<file path="src/rtl/iob_picorv32_bus_merge.sv">
// Merges the PicoRV32 instruction and data IOb buses onto one IOb manager port.
// Round-robin arbitration, grant locked on stall, in-order route FIFO for read responses.
module iob_picorv32_bus_merge #(
  parameter int ADDR_W  = 32,
  parameter int DATA_W  = 32,
  parameter int MAX_OUT = 2
) (
  input  logic                clk_i,
  input  logic                rst_n_i,

  input  logic                ibus_iob_valid_i,
  input  logic [ADDR_W-1:0]   ibus_iob_addr_i,
  input  logic [DATA_W-1:0]   ibus_iob_wdata_i,
  input  logic [DATA_W/8-1:0] ibus_iob_wstrb_i,
  input  logic                ibus_iob_rready_i,
  output logic                ibus_iob_ready_o,
  output logic                ibus_iob_rvalid_o,
  output logic [DATA_W-1:0]   ibus_iob_rdata_o,

  input  logic                dbus_iob_valid_i,
  input  logic [ADDR_W-1:0]   dbus_iob_addr_i,
  input  logic [DATA_W-1:0]   dbus_iob_wdata_i,
  input  logic [DATA_W/8-1:0] dbus_iob_wstrb_i,
  input  logic                dbus_iob_rready_i,
  output logic                dbus_iob_ready_o,
  output logic                dbus_iob_rvalid_o,
  output logic [DATA_W-1:0]   dbus_iob_rdata_o,

  output logic                mem_iob_valid_o,
  output logic [ADDR_W-1:0]   mem_iob_addr_o,
  output logic [DATA_W-1:0]   mem_iob_wdata_o,
  output logic [DATA_W/8-1:0] mem_iob_wstrb_o,
  output logic                mem_iob_rready_o,
  input  logic                mem_iob_ready_i,
  input  logic                mem_iob_rvalid_i,
  input  logic [DATA_W-1:0]   mem_iob_rdata_i,

  output logic                err_o
);

  localparam int PTR_W = (MAX_OUT > 1) ? $clog2(MAX_OUT) : 1;
  localparam int CNT_W = $clog2(MAX_OUT + 1);
  localparam logic BUS_I = 1'b0;
  localparam logic BUS_D = 1'b1;

  typedef enum logic [1:0] {FREE, LOCK_I, LOCK_D} state_t;

  state_t             state_q, state_d;
  logic               last_grant_q, last_grant_d;
  logic               grant_vld;
  logic               grant_id;
  logic               req_valid;
  logic               accept;
  logic               push;
  logic               pop;
  logic               empty;
  logic               full;
  logic               head_id;

  logic               route_q [MAX_OUT];
  logic [PTR_W-1:0]   wr_ptr_q, rd_ptr_q;
  logic [CNT_W-1:0]   count_q;

  function automatic logic [PTR_W-1:0] ptr_inc(input logic [PTR_W-1:0] p);
    return (p == PTR_W'(MAX_OUT - 1)) ? '0 : p + PTR_W'(1);
  endfunction

  assign empty   = (count_q == '0);
  assign full    = (count_q == CNT_W'(MAX_OUT));
  assign head_id = route_q[rd_ptr_q];

  // Arbitration and lock FSM; full only gates new grants from FREE.
  always_comb begin
    state_d      = state_q;
    last_grant_d = last_grant_q;
    grant_vld    = 1'b0;
    grant_id     = BUS_I;
    unique case (state_q)
      FREE: begin
        if (!full) begin
          if (ibus_iob_valid_i && dbus_iob_valid_i) begin
            grant_vld = 1'b1;
            grant_id  = ~last_grant_q;
          end else if (ibus_iob_valid_i) begin
            grant_vld = 1'b1;
            grant_id  = BUS_I;
          end else if (dbus_iob_valid_i) begin
            grant_vld = 1'b1;
            grant_id  = BUS_D;
          end
        end
      end
      LOCK_I: begin
        grant_vld = 1'b1;
        grant_id  = BUS_I;
      end
      LOCK_D: begin
        grant_vld = 1'b1;
        grant_id  = BUS_D;
      end
      default: state_d = FREE;
    endcase
    if (!rst_n_i) begin
      grant_vld = 1'b0;
    end
    if (grant_vld) begin
      if (mem_iob_ready_i) begin
        state_d      = FREE;
        last_grant_d = grant_id;
      end else begin
        state_d = (grant_id == BUS_D) ? LOCK_D : LOCK_I;
      end
    end
  end

  always_ff @(posedge clk_i) begin
    if (!rst_n_i) begin
      state_q      <= FREE;
      last_grant_q <= BUS_D;
    end else begin
      state_q      <= state_d;
      last_grant_q <= last_grant_d;
    end
  end

  assign req_valid        = (grant_id == BUS_D) ? dbus_iob_valid_i : ibus_iob_valid_i;
  assign mem_iob_valid_o  = grant_vld & req_valid;
  assign mem_iob_addr_o   = (grant_id == BUS_D) ? dbus_iob_addr_i  : ibus_iob_addr_i;
  assign mem_iob_wdata_o  = (grant_id == BUS_D) ? dbus_iob_wdata_i : ibus_iob_wdata_i;
  assign mem_iob_wstrb_o  = (grant_id == BUS_D) ? dbus_iob_wstrb_i : ibus_iob_wstrb_i;
  assign ibus_iob_ready_o = grant_vld & (grant_id == BUS_I) & mem_iob_ready_i;
  assign dbus_iob_ready_o = grant_vld & (grant_id == BUS_D) & mem_iob_ready_i;

  assign accept = mem_iob_valid_o & mem_iob_ready_i;
  assign push   = accept & (mem_iob_wstrb_o == '0);

  // An empty FIFO still accepts rvalid so a stray response cannot stall the memory.
  always_comb begin
    mem_iob_rready_o = 1'b0;
    if (rst_n_i) begin
      if (empty) begin
        mem_iob_rready_o = 1'b1;
      end else begin
        mem_iob_rready_o = (head_id == BUS_D) ? dbus_iob_rready_i : ibus_iob_rready_i;
      end
    end
  end

  assign ibus_iob_rvalid_o = rst_n_i & !empty & (head_id == BUS_I) & mem_iob_rvalid_i;
  assign dbus_iob_rvalid_o = rst_n_i & !empty & (head_id == BUS_D) & mem_iob_rvalid_i;
  assign ibus_iob_rdata_o  = mem_iob_rdata_i;
  assign dbus_iob_rdata_o  = mem_iob_rdata_i;

  assign pop = mem_iob_rvalid_i & mem_iob_rready_o & !empty;

  always_ff @(posedge clk_i) begin
    if (!rst_n_i) begin
      wr_ptr_q <= '0;
      rd_ptr_q <= '0;
      count_q  <= '0;
      err_o    <= 1'b0;
      for (int unsigned i = 0; i < MAX_OUT; i++) begin
        route_q[i] <= BUS_I;
      end
    end else begin
      if (push) begin
        route_q[wr_ptr_q] <= grant_id;
        wr_ptr_q          <= ptr_inc(wr_ptr_q);
      end
      if (pop) begin
        rd_ptr_q <= ptr_inc(rd_ptr_q);
      end
      if (push && !pop) begin
        count_q <= count_q + CNT_W'(1);
      end else if (pop && !push) begin
        count_q <= count_q - CNT_W'(1);
      end
      if (mem_iob_rvalid_i && empty) begin
        err_o <= 1'b1;
      end
    end
  end

endmodule

</file>
<file path="config.mk">
export PLATFORM = sky130hd
export DESIGN_NAME = iob_picorv32_bus_merge
export DESIGN_NICKNAME = d
export VERILOG_FILES = /design/src/rtl/iob_picorv32_bus_merge.sv
export SDC_FILE = /design/constraint.sdc
export NUM_CORES = 1
export LEC_CHECK = 0
export CAP_MARGIN = 20
export CORE_AREA = 5 5 120 122
export CTS_CLUSTER_SIZE = 40
export DETAILED_ROUTE_END_ITERATION = 6
export DIE_AREA = 0 0 125 127
export GPL_TIMING_DRIVEN = 1
export SETUP_SLACK_MARGIN = 0.05
export SYNTH_ARGS = -nofsm -noshare
export SYNTH_HDL_FRONTEND = slang
export SYNTH_SLANG_ARGS = --single-unit
</file>
<file path="constraint.sdc">
create_clock -name clk_i -period 2.4 [get_ports clk_i]
set_input_delay 0.48 -clock clk_i [delete_from_list [all_inputs] [get_ports clk_i]]
set_output_delay 0.48 -clock clk_i [all_outputs]
set_load 0.05 [all_outputs]
</file>
[Word-level counts from Yosys, hierarchy flattened]
Memory sizes are Yosys's and may differ from the RTL's. A register that Yosys moved wholly into a read port is not among the register bits.
Cells that the tools add are included.
Word-level totals
  register bits after elaboration: 8
  bits in writable memories: 2
  bits of input ports: 176
  output and inout port bits: 139
  logic and storage cells: 81
  memories kept: 1
Memories
  route_q: words 2, width 1, read ports 1, clocked after Yosys merged registers in 1, write ports 2, line 60  | logic route_q [MAX_OUT];
Cells by class
  add/sub/neg operators: 4
  eq/ne operators: 4
  multiplexer cells: 34
  bitwise gates (word level): 17
  reductions and logical operators: 15
Operators by type and width (number)
  $mux 32: 2
  $mux 1: 23
  $and 1x1->1: 14
  $mux 2: 6
  $eq 2x2->1 const B: 2
  $logic_and 1x1->1: 4
  $logic_not 2->1: 2
  $logic_not 4->1: 1
  $mux 4: 1
  $pmux 1 s2: 2
  $logic_not 1->1: 3
  $not 1->1: 3
  $reduce_or 3->1: 1
  $add 1x1->1 const B: 2
  $add 2x1->2 const B: 1
  $eq 2x1->1 const B: 1
  $ne 2x1->1 const B: 1
  $reduce_and 2->1: 1
  $reduce_bool 2->1: 1
  $reduce_or 2->1: 1
  $sub 2x1->2 const B: 1
  $reduce_or 1->1: 1

[Depth between registers and ports, before layout]
  word-level depth: 14
  depth in mapped cells: 10
  gate-level depth less buffers: 10

[Least setup slack after synthesis]
Ideal clock, no wire load.
  path kind: reg2out
  start point: register state_q[1]
  end point: output port dbus_iob_ready_o
  arrival time: 1.791 ns
  data required time: 1.920 ns
  setup slack: 0.129 ns
  cell stages (with the launch flop): 7
  buffers on the path: 0
  cell sequence: dfxtp_1 > inv_1 > ha_1 > a31oi_1 > nor3b_1 > nand2_1 > nor2_1
Between the ends
  cells in the longest elaborated chain, start to end: 6
  elaborated cells between the ends (all ways): 9
  those cells by class: eq/ne (2); mux (3); bitwise (2); reduce/logical (2)
Ends and longest elaborated chain
  start, declared: line 48  | state_t state_q, state_d;
  start signal, assigned: line 121  | state_q <= state_d;
  $eq 2x2->1 or $eq 2x1->1 (tied branches): line 78  | unique case (state_q)
  $reduce_or 2->1 (no source line)
  $pmux 1 s2: line 78
  $mux 1: line 103  | if (!rst_n_i) begin
  $and 1x1->1 * (2 in series): line 132  | assign dbus_iob_ready_o = grant_vld & (grant_id == BUS_D) & mem_iob_ready_i;
  end, declared: line 25  | output logic dbus_iob_ready_o,
Every way passes the cells marked *; elsewhere a longest branch is shown, timed or not.

[Worst setup path after layout]
  start point: register state_q[0]
  end point: output port mem_iob_addr_o[16]
Between the ends
  cells in the longest elaborated chain, start to end: 3
  elaborated cells between the ends (all ways): 4
  those cells by class: eq/ne (1); mux (2); reduce/logical (1)
Ends and longest elaborated chain
  $eq 2x2->1 or $logic_not 2->1 (tied branches): line 78
  $pmux 1 s2 *: line 78
  $mux 32 *: line 128  | assign mem_iob_addr_o = (grant_id == BUS_D) ? dbus_iob_addr_i : ibus_iob_addr_i;
  end, declared: line 30  | output logic [ADDR_W-1:0] mem_iob_addr_o,
Marked as above.

==> metrics.md <==
| Metric | Value |
|---|---|
| Largest family of logic cells by synthesized area | `multiplexers` |
| Fin crit share | `101%` |
| Die width | `125 um` |
| DRT Pass-1 Iters | `4` |
| VDD IR max | `0.000244 V` |
| Syn avg cell area | `8.83 sq um` |
| Top-level port count | `315` |
| Design area | `4770 sq um` |
| Antenna diodes | `0` |
| Crit-path max FO | `5` |
| Area contributors post-synth | `mux2_2 (39%), buf_4 (25%), dfxtp_1 (11%), ha_1 (2.6%), nor2_1 (2.1%)` |
| Synth Cell Area | `1940 sq um` |
| Antenna violations before repair | `0` |
| Number of DRC markers in iteration 0 | `56` |
| DR WL/cell | `19.1 um` |
| FP Rows | `42` |
| Tot Pwr | `0.00250 W` |
| Worst hold path depth | `2` |
| MaxCap Viol Count | `0` |
| CTS clock-pin slew for the worst setup and hold paths | `40 ps` |
| Port bufs | `218` |
| Syn_nets | `400` |
| CTS H-tree lvls | `1` |
| Routed WL | `11.1 mm` |
| Via density | `3.97` |
| Worst path max stage delay | `340 ps` |
| Clock buffer depth | `2` |
| Worst Path Arrival | `1950 ps` |
| GRT Util Overall | `12.6%` |
| Syn-to-layout area delta | `145%` |
| Vias in the first global route | `2650` |
| Slew @ Worst Pin | `492 ps` |
| Starting Density | `14.8%` |
| Adder-Cell Fraction of Synth Area | `2.58%` |
| Via count | `2310` |
| Max Fclk | `0.412 GHz` |
| Pleak | `2.09 nW` |
| Top cell by count, worst path | `buf_6` |
| Slew headroom | `67.1%` |
| Slew Limit Fails | `0` |
| Worst skew pair latency | `240 ps` |
| Leading area contributor after synthesis | `mux2_2` |
| Xor/xnor share of the synthesized area | `1.35%` |
| # clock sinks | `11` |
| Synth Area in Compound Gates | `6.37%` |
| CP Data Required Time | `1920 ps` |
| Async SR Flop Fraction | `0%` |
| Layout cells sized above 1 | `49.3%` |
| Non-Filler Instances | `582` |
| Number of buffers created by CTS | `3` |
| CP Launch Type | `register` |
| Synth unique cells | `27` |
| P per Cell Area | `525 nW/um^2` |
| RSZ-0062 raised after global routing | `yes` |
| Die height | `127 um` |
| Setup Skew | `0.628 ps` |
| Hold Fails Final Rpt | `0` |
| Sequential fraction of the synthesis area | `11.3%` |
| Gate Count Post-Synth | `220` |
| Total die area | `15900 sq um` |
| Simple-Gate Fraction of Synth Area | `9.21%` |
| Synth Register Bits | `11` |
| Outcome | `finished with violations` |
| Hold-fix buffers, CTS | `0` |
| First-pass GRT wire length | `15.8 mm` |
| CTS tree | `yes` |
| DRC viols | `0` |
| Placer Congestion | `0.858` |
| Pin count of the biggest net entering global routing | `30` |
| Number of enable flip-flop cells after synthesis | `0` |
| Slowest stage cell, crit path | `mux2_2` |
| Cells after DPL | `561` |
| Share of the synthesized area in the top cell type | `39.4%` |
| Placed wire-length estimate | `8.53 mm` |
| Crit end category | `output pin` |
| Worst R2R Path Depth | `12` |
| Top FF cell, synth | `dfxtp_1` |
| Final worst path period need | `2430 ps` |
| Core Region | `13100 sq um` |
| Root buf cell | `clkbuf_16` |
| Setup CP Type | `reg2out` |
| Setup-failing EPs final | `15` |
| CP Cell Sequence | `inv_2 -> ha_4 -> a41oi_4 -> buf_6 -> buf_8 -> clkbuf_16 -> mux2_2 -> buf_6` |
| Final nets | `587` |
| Violated checks | `negative setup slack` |
| Most frequent cells in the layout | `clkdlybuf4s50_1 (141), mux2_4 (40), buf_4 (40)` |
| Worst hold slack | `462 ps` |
| Post-route ant nets | `0` |
| HP Class | `reg2reg` |
| Final worst slack | `-29.9 ps` |
| Area after DPL | `3880 sq um` |
| Commonest non-fill, non-tap cell in the layout | `clkdlybuf4s50_1` |
| Yosys warns | `0` |
| GRT Residual Overflow | `0` |
| Multiplexer area fraction after synthesis | `41.5%` |
sequential cells by signal, summed over array words and instances, names as in the netlist, named ones only:
signal,flops
last_grant_q,1
wr_ptr_q,1
err_o,1
route_q,2
count_q,2
rd_ptr_q,1
state_q,2
cells in the mapped netlist, types with 2 or more instances:
library cell	instances
dfxtp_1	11
a21oi_1	7
nor4_1	2
o31a_1	2
ha_1	4
mux2i_1	4
buf_4	64
or2_2	3
or3_1	2
mux2_2	68
o21ai_0	3
nand2_1	6
nor3_1	4
xor2_1	3
o21a_1	2
nand2b_1	3
inv_1	6
buf_2	7
nor2_1	11
through the flow:
stage | worst slack (ps) | setup TNS [ps] | util [%]
6_report | -29.9 | -101 | 36.5
3_3_place_gp | -403 | -24760 | 29.6
5_1_grt | -77.3 | -2230 | 36.5
2_1_floorplan | 129 | 0 | -
4_1_cts | 1.02 | 0 | 35.2
3_5_place_dp | -444 | -27410 | 29.6
per-layer routing:
| layer | up-vias | share of wire [%] | GRT usage [%] | wire length, um |
|---|---|---|---|---|
| met5 | - | 0 | 0 | 0 |
| met4 | 0 | 0.76 | 1.59 | 84 |
| met3 | 10 | 10 | 5.34 | 1150 |
| met2 | 182 | 52 | 23.1 | 5790 |
| met1 | 1044 | 37 | 13.9 | 4100 |
| li1 | 1074 | - | - | - |
cell type report:
cell class | count | area [sq um]
multi-input cells | 132 | 1410
flip-flops and latches | 11 | 226
fillers | 1293 | 8320
well taps | 176 | 220
inverters | 6 | 25.0
repair buffers | 253 | 2810
clock buffers | 4 | 78.8
worst max-delay path: cells and delay by family (launching register included):
kind	cells	cell delay, ps
buffers and inverters	5	660
multiplexers	1	340
flip-flops	1	330
AO/OA/AOI/OAI	1	200
adder cells (fa/ha/maj)	1	170
cell families (layout without fill, tap and decap cells):
logic type,Yosys count,after routing
AOI/OAI and AO/OA,18,18
xor gates and xnor gates,3,3
adders and majority gates,4,4
buffers and inverters,77,263
DFF,11,11
muxes,72,72
and+or+nand+nor,35,35
where the power goes:
part	total (W)	internal, W	switching, W
sequential	0.000200	0.000192	0.00000765
combinational	0.00200	0.000990	0.00101
clock	0.000306	0.000223	0.0000828
total	0.00250	0.00141	0.00110
worst paths after layout:
| check | start | end | slack (ps) |
|---|---|---|---|
| setup / recovery | state_q[0] | mem_iob_addr_o[16] | -30 |
| hold / removal | err_o | err_o | 460 |
| setup reg to reg | state_q[0] | count_q[1] | 70 |
| hold reg to reg | err_o | err_o | 460 |
what timing repair did:
item	CTS	global route
setup buffers	10	1
pin swaps	2	2
setup endpoints to repair	72	68
gates cloned	5	2
gates resized for setup	119	36
No activity file was read; power rests on OpenSTA's default activity.
